## src/rtl/seq_gen.sv

```systemverilog
// rtl/seq_gen.sv - repeating serial pattern generator with inter-frame gaps
module seq_gen #(
  parameter int                 PAT_LEN  = 4,
  parameter logic [PAT_LEN-1:0] PATTERN  = 4'b1001,
  parameter logic               IDLE_BIT = 1'b0
) (
  input  logic       clk,
  input  logic       rst,
  input  logic       start,
  input  logic [3:0] count,
  input  logic [2:0] gap,
  output logic       data,
  output logic       valid,
  output logic       busy,
  output logic       done
);

  // Pattern widened to 8 bits so a 3-bit index always lands in range.
  localparam logic [7:0] P_PAT = 8'(PATTERN);
  localparam logic [2:0] P_MSB = 3'(PAT_LEN - 1);

  typedef enum logic [1:0] {
    S_IDLE,
    S_SEND,
    S_GAP,
    S_FIN
  } state_t;

  state_t     r_state;
  logic [2:0] r_bit;
  logic [3:0] r_rep;
  logic [2:0] r_gap_len;
  logic [2:0] r_gap_cnt;
  logic       r_data;
  logic       r_valid;
  logic       r_busy;
  logic       r_done;

  state_t     w_state;
  logic [2:0] w_bit;
  logic [3:0] w_rep;
  logic [2:0] w_gap_len;
  logic [2:0] w_gap_cnt;
  logic       w_data;
  logic       w_valid;
  logic       w_busy;
  logic       w_done;
  logic [2:0] w_bit_dec;

  assign w_bit_dec = r_bit - 3'd1;

  // Next-state logic; outputs are computed one cycle ahead so they can be registered.
  always_comb begin
    w_state   = r_state;
    w_bit     = r_bit;
    w_rep     = r_rep;
    w_gap_len = r_gap_len;
    w_gap_cnt = r_gap_cnt;
    w_data    = IDLE_BIT;
    w_valid   = 1'b0;
    w_busy    = 1'b0;
    w_done    = 1'b0;
    case (r_state)
      S_IDLE: begin
        if (start && (count != 4'd0)) begin
          w_state   = S_SEND;
          w_rep     = count;
          w_gap_len = gap;
          w_bit     = P_MSB;
          w_data    = P_PAT[P_MSB];
          w_valid   = 1'b1;
          w_busy    = 1'b1;
        end
      end
      S_SEND: begin
        if (r_bit != 3'd0) begin
          w_bit   = w_bit_dec;
          w_data  = P_PAT[w_bit_dec];
          w_valid = 1'b1;
          w_busy  = 1'b1;
        end else if (r_rep != 4'd1) begin
          // Frame finished with more repetitions pending.
          w_rep  = r_rep - 4'd1;
          w_busy = 1'b1;
          if (r_gap_len != 3'd0) begin
            w_state   = S_GAP;
            w_gap_cnt = r_gap_len;
          end else begin
            w_bit   = P_MSB;
            w_data  = P_PAT[P_MSB];
            w_valid = 1'b1;
          end
        end else begin
          w_rep   = 4'd0;
          w_state = S_FIN;
          w_done  = 1'b1;
        end
      end
      S_GAP: begin
        w_busy = 1'b1;
        if (r_gap_cnt == 3'd1) begin
          w_gap_cnt = 3'd0;
          w_state   = S_SEND;
          w_bit     = P_MSB;
          w_data    = P_PAT[P_MSB];
          w_valid   = 1'b1;
        end else begin
          w_gap_cnt = r_gap_cnt - 3'd1;
        end
      end
      S_FIN: begin
        w_state = S_IDLE;
      end
      default: begin
        w_state = S_IDLE;
      end
    endcase
  end

  // State, counters and output registers; reset abandons any transfer in progress.
  always_ff @(posedge clk) begin
    if (rst) begin
      r_state   <= S_IDLE;
      r_bit     <= 3'd0;
      r_rep     <= 4'd0;
      r_gap_len <= 3'd0;
      r_gap_cnt <= 3'd0;
      r_data    <= IDLE_BIT;
      r_valid   <= 1'b0;
      r_busy    <= 1'b0;
      r_done    <= 1'b0;
    end else begin
      r_state   <= w_state;
      r_bit     <= w_bit;
      r_rep     <= w_rep;
      r_gap_len <= w_gap_len;
      r_gap_cnt <= w_gap_cnt;
      r_data    <= w_data;
      r_valid   <= w_valid;
      r_busy    <= w_busy;
      r_done    <= w_done;
    end
  end

  assign data  = r_data;
  assign valid = r_valid;
  assign busy  = r_busy;
  assign done  = r_done;

endmodule

```

## config.mk

```make
export PLATFORM = sky130hd
export DESIGN_NAME = seq_gen
export DESIGN_NICKNAME = d
export VERILOG_FILES = /design/src/rtl/seq_gen.sv
export SDC_FILE = /design/constraint.sdc
export NUM_CORES = 1
export LEC_CHECK = 0
export ABC_AREA = 1
export CAP_MARGIN = 20
export CORE_MARGIN = 1.5
export CORE_UTILIZATION = 58
export DETAILED_ROUTE_END_ITERATION = 12
export GPL_TIMING_DRIVEN = 1
export PLACE_DENSITY = 0.83
export SLEW_MARGIN = 30
export SYNTH_ARGS = -nofsm -noshare
export SYNTH_HDL_FRONTEND = slang
export SYNTH_SLANG_ARGS = --single-unit
```

## constraint.sdc

```tcl
create_clock -name clk -period 2.2 [get_ports clk]
set_clock_uncertainty 0.1 [all_clocks]
set_input_delay 0.33 -clock clk [delete_from_list [all_inputs] [get_ports clk]]
set_output_delay 0.33 -clock clk [all_outputs]
set_load 0.05 [all_outputs]
```

# Word level (Yosys, flattened, before mapping)
# Memories as Yosys holds them, arrays and structs flattened.
# Index checks and enable logic that the tools add are counted.
# classes
n_addsub,3
magnitude_cmp,1
n_eq_ne,13
muxes,34
bitwise,1
reduce_logical,14
# op_table
op,n
$mux 3,9
$mux 4,3
$mux 1,10
$mux 2,5
$ne 2x2->1 const B,5
$ne 3x3->1 const B,3
$pmux 1 s3,3
$pmux 3 s3,1
$reduce_bool 3->1,3
$pmux 2 s4,1
$pmux 4 s2,1
$reduce_and 4->1,2
$pmux 3 s2,1
$sub 3x1->3 const B,2
$reduce_and 5->1,1
$eq 2x2->1 const B,2
$lt 3x4->1 const B,1
$ne 4x1->1 const B,1
$reduce_bool 2->1,2
$reduce_bool 4->1,1
$sub 4x1->4 const B,1
$eq 3x1->1 const B,1
$reduce_and 3->1,1
$reduce_or 3->1,1
other kinds (5),5
# word_totals
reg_bits,19
romBits,8
input_bits,10
out_inout_bits,4
elab_cells,76
memories,1
# mem_list
name,depth,width,rd,rd_clocked_by_memory_dff,write_ports,line_no,rtl
(no name shown),8,1,1,0,0,78,w_data = P_PAT[w_bit_dec];

# Logic depth before layout (Yosys ltp)
# Gate-level depths: netlist (run 1).
# depth
ltp_word,5
mapped_depth,10
depth_no_buf,10

# Worst setup path before layout (run 1)
# Ideal clock, no wire load.
# synth_path
path_kind,reg-to-reg
from,register r_bit[0]
to,register r_state[0]
setup_time_ps,126
arrival_time_ps,1210
required_time_ps,1974
slack_ps,764
stages_incl_launch_ff,9
path_buffers,0
period_less_slack_ps,1436
path_cell_list,dfxtp_1 inv_1 ha_1 nand2_1 nand2_4 inv_1 nor2_1 o21a_1 nor2_1
# synth_via
elab_chain_len,3
# synth_lines
item,line_no,rtl
from (decl),30,logic [2:0] r_bit;
from (signal assigned),134,r_bit <= w_bit;
$reduce_bool 3->1,76,if (r_bit != 3'd0) begin
$ne 2x2->1 (no line),-,
$reduce_and 4->1 (no line),-,
to (signal assigned),133,r_state <= w_state;
to (decl),29,state_t r_state;
# Every way passes these cells.
# A chain may end at the register's enable or synchronous reset.

# Worst setup path after layout (run 1)
# layout_path
from,"register r_done, in the netlist done"
to,output done
# layout_lines
item,line_no,rtl
from (decl),37,logic r_done;
from (signal assigned),141,r_done <= w_done;
to (decl),15,output logic done
# No word-level cell between the ends.

==> impl_metrics.csv, run 1 <==
group,metric,value,unit
global_route,antenna_found_initial,0,
global_route,busiest_layer,"met2",
final_layout,drive_gt1_frac,0.108,
cts,cts_setup_buffers,0,
critical_path,worstPathArrival,1.44,ns
hold_path,hold_start,"r_bit[1]",
critical_path,r2r-end,"r_bit[0]",
synthesis,synthMuxAreaShare,0,
synthesis,synth_top_area_cell,"dfxtp_1",
timing,rsz0062_at_grt,"no",
critical_path,cp_num_buf_inv,1,
critical_path,path_delay_family,"buffers and inverters",
status,status,"completed",
critical_path,start_kind,"flip-flop",
timing,tns,0,ns
synthesis,synthSimpleGateAreaFrac,0.316,
hold_path,hold-path-endpoint,"r_bit[1]",
critical_path,endpoint_kind,"output port",
synthesis,mappedNetlistArea,1110,sq um
power_and_ir_drop,comb_power_share,0.591,
route,ant_nets,0,
synthesis,synth_xor_area_frac,0.0315,
cts,cts_root_buffer,"clkbuf_4",
route,routed_wl,2.30,mm
cts,worstSkewPairLatency,0.32,ns
power_and_ir_drop,ir_drop,0.974,mV
power_and_ir_drop,p_total,0.00187,W
critical_path,max_stage_delay,0.80,ns
route,avgViaCountPerCell,5.22,
synthesis,synth_compound_area_frac,0.154,
global_route,grt_usage,0.257,
power_and_ir_drop,p_sw_frac,0.489,
route,vias,1003,
timing,holdWs,0.393,ns
critical_path,slowest_stage,"clkdlybuf4s50_1",
synthesis,synthArstFlopShare,0,
power_and_ir_drop,power.leakage,0.545,nW
synthesis,yosysWarnings,0,
timing,slew_headroom,0.666,
synthesis,synth.distinct_cells,27,
global_route,grt_pass1_vias,889,
power_and_ir_drop,power_density,1470,nW/um^2
critical_path,reg2reg_setup_slack,0.56,ns
synthesis,synthesis.nets,169,
synthesis,yosysSeqAreaShare,0.342,
cts,cts_buffer_depth,2,
synthesis,yosysMostFrequentCell,"nand2_1",
power_and_ir_drop,p_switching,0.000914,W
global_route,grtUsageMet2,0.433,
placed_design,port_buffers,13,
floorplanning,initial_core_util,0.630,
cts,tritoncts,"yes",
global_route,grt_pass1_wl,3.82,mm
synthesis,synth-edff-count,0,
floorplanning,num_rows,15,
timing,slew_violations,0,
route,firstDrtPassIters,4,
synthesis,synthTopCellsByCount,"nand2_1, nor2_1, dfxtp_1, inv_1, a21oi_1",
critical_path,worst_r2r_path_depth,9,
timing,max_freq,534,MHz
cts,hold_buffers,0,
floorplanning,coreArea,1760,sq um
timing,finalHoldViolations,0,
timing,setup_viol,0,
synthesis,synth_top_cell_area_share,0.342,
final_layout,antennaDiodeCount,0,
critical_path,crit_required,1.77,ns
final_layout,area_growth,14.9,%
global_route,grt_max_degree,12,
synthesis,synth_adder_area_share,0.0676,
synthesis,ys.flop_type,"dfxtp_1",
route,wire_per_inst,12.0,um
global_route,met1_usage,0.306,
placed_design,gp_routability_congestion,0.876,
floorplanning,die_area,2190,sq um
floorplanning,die_y,46.8,um
timing,worst_pin_slew,0.500,ns
synthesis,synthTopCellsByArea,"dfxtp_1, nand2_1, nor2_1, ha_1, a21oi_1",
critical_path,crit_type,"reg2out",
power_and_ir_drop,seqPwrFrac,0.307,
power_and_ir_drop,power.internal,0.000956,W
final_layout,fin_nets,184,
synthesis,postSynthCellCount,153,
global_route,grt.overflow.total,0,
hold_path,holdPathStages,2,
placed_design,dp_hpwl,1.78,mm
global_route,grt_util_met3,0.0462,
timing,finalCritPeriodShare,0.852,
floorplanning,ios,14,
synthesis,ys_ff_latch,19,
route,drc_errors,0,
flow_run,cap_violations,0,
timing,period_needed,1.87,ns
power_and_ir_drop,clkPwrFrac,0.101,
cts,cts_buffers,3,
cts,clock-sinks,19,
critical_path,r2r_start,"r_bit[0]",
cts,cts_resized,0,
critical_path,crit_path_cell_trace,"clkdlybuf4s50_1",
floorplanning,die_x,46.8,um
synthesis,avgSynthCellArea,7.26,sq um
cts,clkSlewWorstSetupHoldPaths,0.11,ns
hold_path,min-delay-path-class,"reg2reg",
route,dr.first_iter.drc_count,22,
synthesis,synth_top_family_by_area,"simple AND/OR/NAND/NOR gates",
critical_path,worstPathMaxFanout,1,
cts,htree_levels,1,
-- stage by stage --
stage / instances / instance area, sq um / util / setup slack [ns]
global placement: 188 / 1250 / 0.709 / 0.393
finish: 192 / 1280 / 0.723 / 0.326
global route: 192 / 1280 / 0.723 / 0.289
detailed placement: 188 / 1250 / 0.709 / 0.362
floorplan: 153 / 1110 / - / 0.764
CTS: 192 / 1280 / 0.723 / 0.315
-- worst max-delay path by stage --
| stage | cells past startpoint | startpoint | end | slack [ns] |
|---|---|---|---|---|
| after floorplan | 8 | r_bit[0] | r_state[0] | 0.76 |
| after global placement | 7 | count[3] | r_bit[1] | 0.39 |
| after detailed placement | 8 | count[3] | r_bit[2] | 0.36 |
| after CTS | 1 | done | done | 0.32 |
| after global routing | 1 | done | done | 0.29 |
| final | 1 | done | done | 0.33 |
-- sequential cells by signal (all words and copies together) (netlist names) --
signal,cells
r_bit,3
r_gap_cnt,3
done,1
r_gap_len,3
busy,1
r_state,2
data,1
valid,1
r_rep,4
-- cells in the final DEF, fill, tap and decap left out, types with 3 or more instances in the layout --
cell type,instances
nand2_1,25
ha_1,6
a21oi_1,14
nand3_1,7
nor2_1,24
clkdlybuf4s50_1,13
o21ai_0,9
clkbuf_4,3
inv_1,18
xnor2_1,4
dfxtp_1,19
-- worst reg2reg max path: cells and delay by family (launching register included) --
| kind | cells | cell delay (ns) |
|---|---|---|
| AND/OR/NAND/NOR | 6 | 0.71 |
| buffers and inverters | 2 | 0.18 |
| flip-flops | 1 | 0.34 |
| adder cells (fa/ha/maj) | 1 | 0.23 |
-- cell families after synthesis --
kind of cell               after synthesis
adders and majority gates                6
buffers and inverters                   23
DFF                                     19
and+or+nand+nor                         70
xor gates and xnor gates                 4
AOI/OAI and AO/OA                       31
-- cell type report --
class,instances,area (sq um)
clock buffers,4,26.3
flip-flops and latches,19,380
multi-input cells,111,633
fillers,145,488
well taps,25,31.3
repair buffers,13,130
inverters,20,75.1
-- power by group through the flow --
stage / clock, W / sequential (W) / combinational [W]
floorplan: 0 / 0.000644 / 0.000812
finish: 0.000190 / 0.000574 / 0.00111
detailed placement: 0 / 0.000580 / 0.00110
global route: 0.000195 / 0.000588 / 0.00125
global placement: 0 / 0.000575 / 0.00107
CTS: 0.000192 / 0.000571 / 0.00110
-- routing by layer --
metal  share of wire  vias to the layer above
met5               0                        -
met1            0.45                      450
li1                -                      523
met4           0.024                        0
met2            0.48                       25
met3           0.038                        5
Note: power is estimated with default switching activity, not from simulation.
==> inputs of run 2 (changes only) <==
--- a/config.mk
+++ b/config.mk
@@ -12,6 +12,7 @@
 export DETAILED_ROUTE_END_ITERATION = 12
 export GPL_TIMING_DRIVEN = 1
 export PLACE_DENSITY = 0.83
+export RECOVER_POWER = 100
 export SLEW_MARGIN = 30
 export SYNTH_ARGS = -nofsm -noshare
 export SYNTH_HDL_FRONTEND = slang
==> impl_metrics.csv, run 2 (synthesized netlist as in run 1, its figures left out) <==
group,metric,value,unit
status,status,"completed",
route,firstDrtPassIters,4,
cts,cts_resized,0,
global_route,grt_max_degree,12,
final_layout,largest-register,"r_rep",
route,wl_met1,1.01,mm
power_and_ir_drop,p_switching,0.000889,W
cts,clkSlewWorstSetupHoldPaths,0.11,ns
route,dr.first_iter.drc_count,23,
floorplanning,coreArea,1760,sq um
cts,cts_buffer_depth,2,
critical_path,path_delay_family,"buffers and inverters",
critical_path,worstPathArrival,1.50,ns
timing,worst_pin_slew,0.503,ns
timing,slew_violations,0,
placed_design,post-place-ws,0.362,ns
cts,tritoncts,"yes",
global_route,grt_pass1_vias,889,
final_layout,largest_reg_flops,4,
floorplanning,initial_core_util,0.630,
global_route,grt.overflow.total,0,
floorplanning,die_y,46.8,um
flow_run,cap_violations,0,
critical_path,worstPathMaxFanout,1,
critical_path,cp_num_buf_inv,1,
timing,tns,0,ns
final_layout,drive_gt1_frac,0.0778,
timing,finalCritPeriodShare,0.878,
route,vias,999,
critical_path,slowest_stage,"dlygate4sd3_1",
global_route,grt_pass1_wl,3.82,mm
power_and_ir_drop,ir_drop,0.952,mV
timing,period_needed,1.93,ns
floorplanning,ios,14,
route,avgViaCountPerCell,5.20,
route,drc_errors,0,
cts,htree_levels,1,
power_and_ir_drop,power_density,1450,nW/um^2
critical_path,crit_path_cell_trace,"dlygate4sd3_1",
timing,max_freq,518,MHz
final_layout,antennaDiodeCount,0,
global_route,antenna_found_initial,0,
route,wire_per_inst,11.8,um
route,wl_met3,108,um
critical_path,max_stage_delay,0.87,ns
placed_design,port_buffers,13,
hold_path,min-delay-path-class,"reg2reg",
floorplanning,die_area,2190,sq um
cts,hold_buffers,0,
cts,cts_setup_buffers,0,
power_and_ir_drop,p_sw_frac,0.487,
route,routed_wl,2.27,mm
timing,slew_headroom,0.663,
critical_path,crit_type,"reg2out",
critical_path,crit_required,1.77,ns
final_layout,fin_nets,184,
timing,setup_viol,0,
cts,cts_buffers,3,
final_layout,mostFrequentLayoutCell,"nand2_1",
route,maxUsedRoutingLayer,"met4",
global_route,grt_usage,0.257,
power_and_ir_drop,power.internal,0.000935,W
final_layout,area_growth,13.1,%
timing,finalHoldViolations,0,
power_and_ir_drop,power.leakage,0.548,nW
placed_design,gp_routability_congestion,0.876,
floorplanning,num_rows,15,
cts,worstSkewPairLatency,0.31,ns
power_and_ir_drop,comb_power_share,0.584,
route,ant_nets,0,
timing,setup_slack,0.268,ns
cts,cts_root_buffer,"clkbuf_4",
power_and_ir_drop,clkPwrFrac,0.103,
final_layout,final_cell_mix,"nand2_1, nor2_1, dfxtp_1, inv_1, a21oi_1",
timing,rsz0062_at_grt,"no",
placed_design,dp_hpwl,1.78,mm
critical_path,endpoint_kind,"output port",
cts,clock-sinks,19,
power_and_ir_drop,seqPwrFrac,0.313,
critical_path,start_kind,"flip-flop",
route,route.met2.wl,1.09,mm
floorplanning,die_x,46.8,um
run 2: cell types whose count changed in the layout (fill, tap and decap cells not counted), moves of 2 or more:
| cell | previous run | this run |
|---|---|---|
| clkdlybuf4s50_1 | 13 | 7 |
| dlygate4sd3_1 | 0 | 6 |
| nand2_1 | 25 | 28 |
| nand2_2 | 2 | 0 |
run 2: layout make-up:
| type | count | area, sq um |
|---|---|---|
| clock buffers | 4 | 26.3 |
| fillers | 150 | 508 |
| inverters | 20 | 75.1 |
| multi-input cells | 111 | 613 |
| flip-flops and latches | 19 | 380 |
| well taps | 25 | 31.3 |
| repair buffers | 13 | 130 |
run 2: path summary, 6_finish.rpt:
kind | startpoint | endpoint | slack [ns] | cells after the start
setup / recovery | done | done | 0.27 | 1
hold / removal | r_gap_cnt[1] | r_gap_cnt[1] | 0.39 | 2
setup reg to reg | r_bit[0] | r_bit[0] | 0.43 | 9
hold reg to reg | r_gap_cnt[1] | r_gap_cnt[1] | 0.39 | 2
run 2: power groups by stage:
stage | sequential [W] | combinational [W] | clock (W)
2_1_floorplan | 0.000644 | 0.000812 | 0
3_3_place_gp | 0.000575 | 0.00107 | 0
3_5_place_dp | 0.000580 | 0.00110 | 0
4_1_cts | 0.000571 | 0.00110 | 0.000192
5_1_grt | 0.000586 | 0.00121 | 0.000195
6_report | 0.000572 | 0.00107 | 0.000187
run 2: worst reg2reg max path: cells and delay by family, from the launching register on:
family / cells / cell delay, ns
flip-flops: 1 / 0.34
buffers and inverters: 2 / 0.21
adder cells (fa/ha/maj): 1 / 0.23
AND/OR/NAND/NOR: 6 / 0.81
run 2: per-layer routing:
| metal | vias up | GRT usage |
|---|---|---|
| met2 | 25 | 0.433 |
| met5 | - | 0 |
| li1 | 524 | - |
| met1 | 445 | 0.306 |
| met4 | 0 | 0.150 |
| met3 | 5 | 0.0462 |
run 2: through the flow:
step | cell area, sq um | total power (W) | utilization | cells | hold slack, ns
3_3_place_gp | 1250 | 0.00165 | 0.709 | 188 | 0.367
6_report | 1260 | 0.00182 | 0.712 | 192 | 0.394
4_1_cts | 1280 | 0.00187 | 0.723 | 192 | 0.397
2_1_floorplan | 1110 | 0.00146 | - | 153 | 0.343
5_1_grt | 1260 | 0.00199 | 0.712 | 192 | 0.415
3_5_place_dp | 1250 | 0.00168 | 0.709 | 188 | 0.376
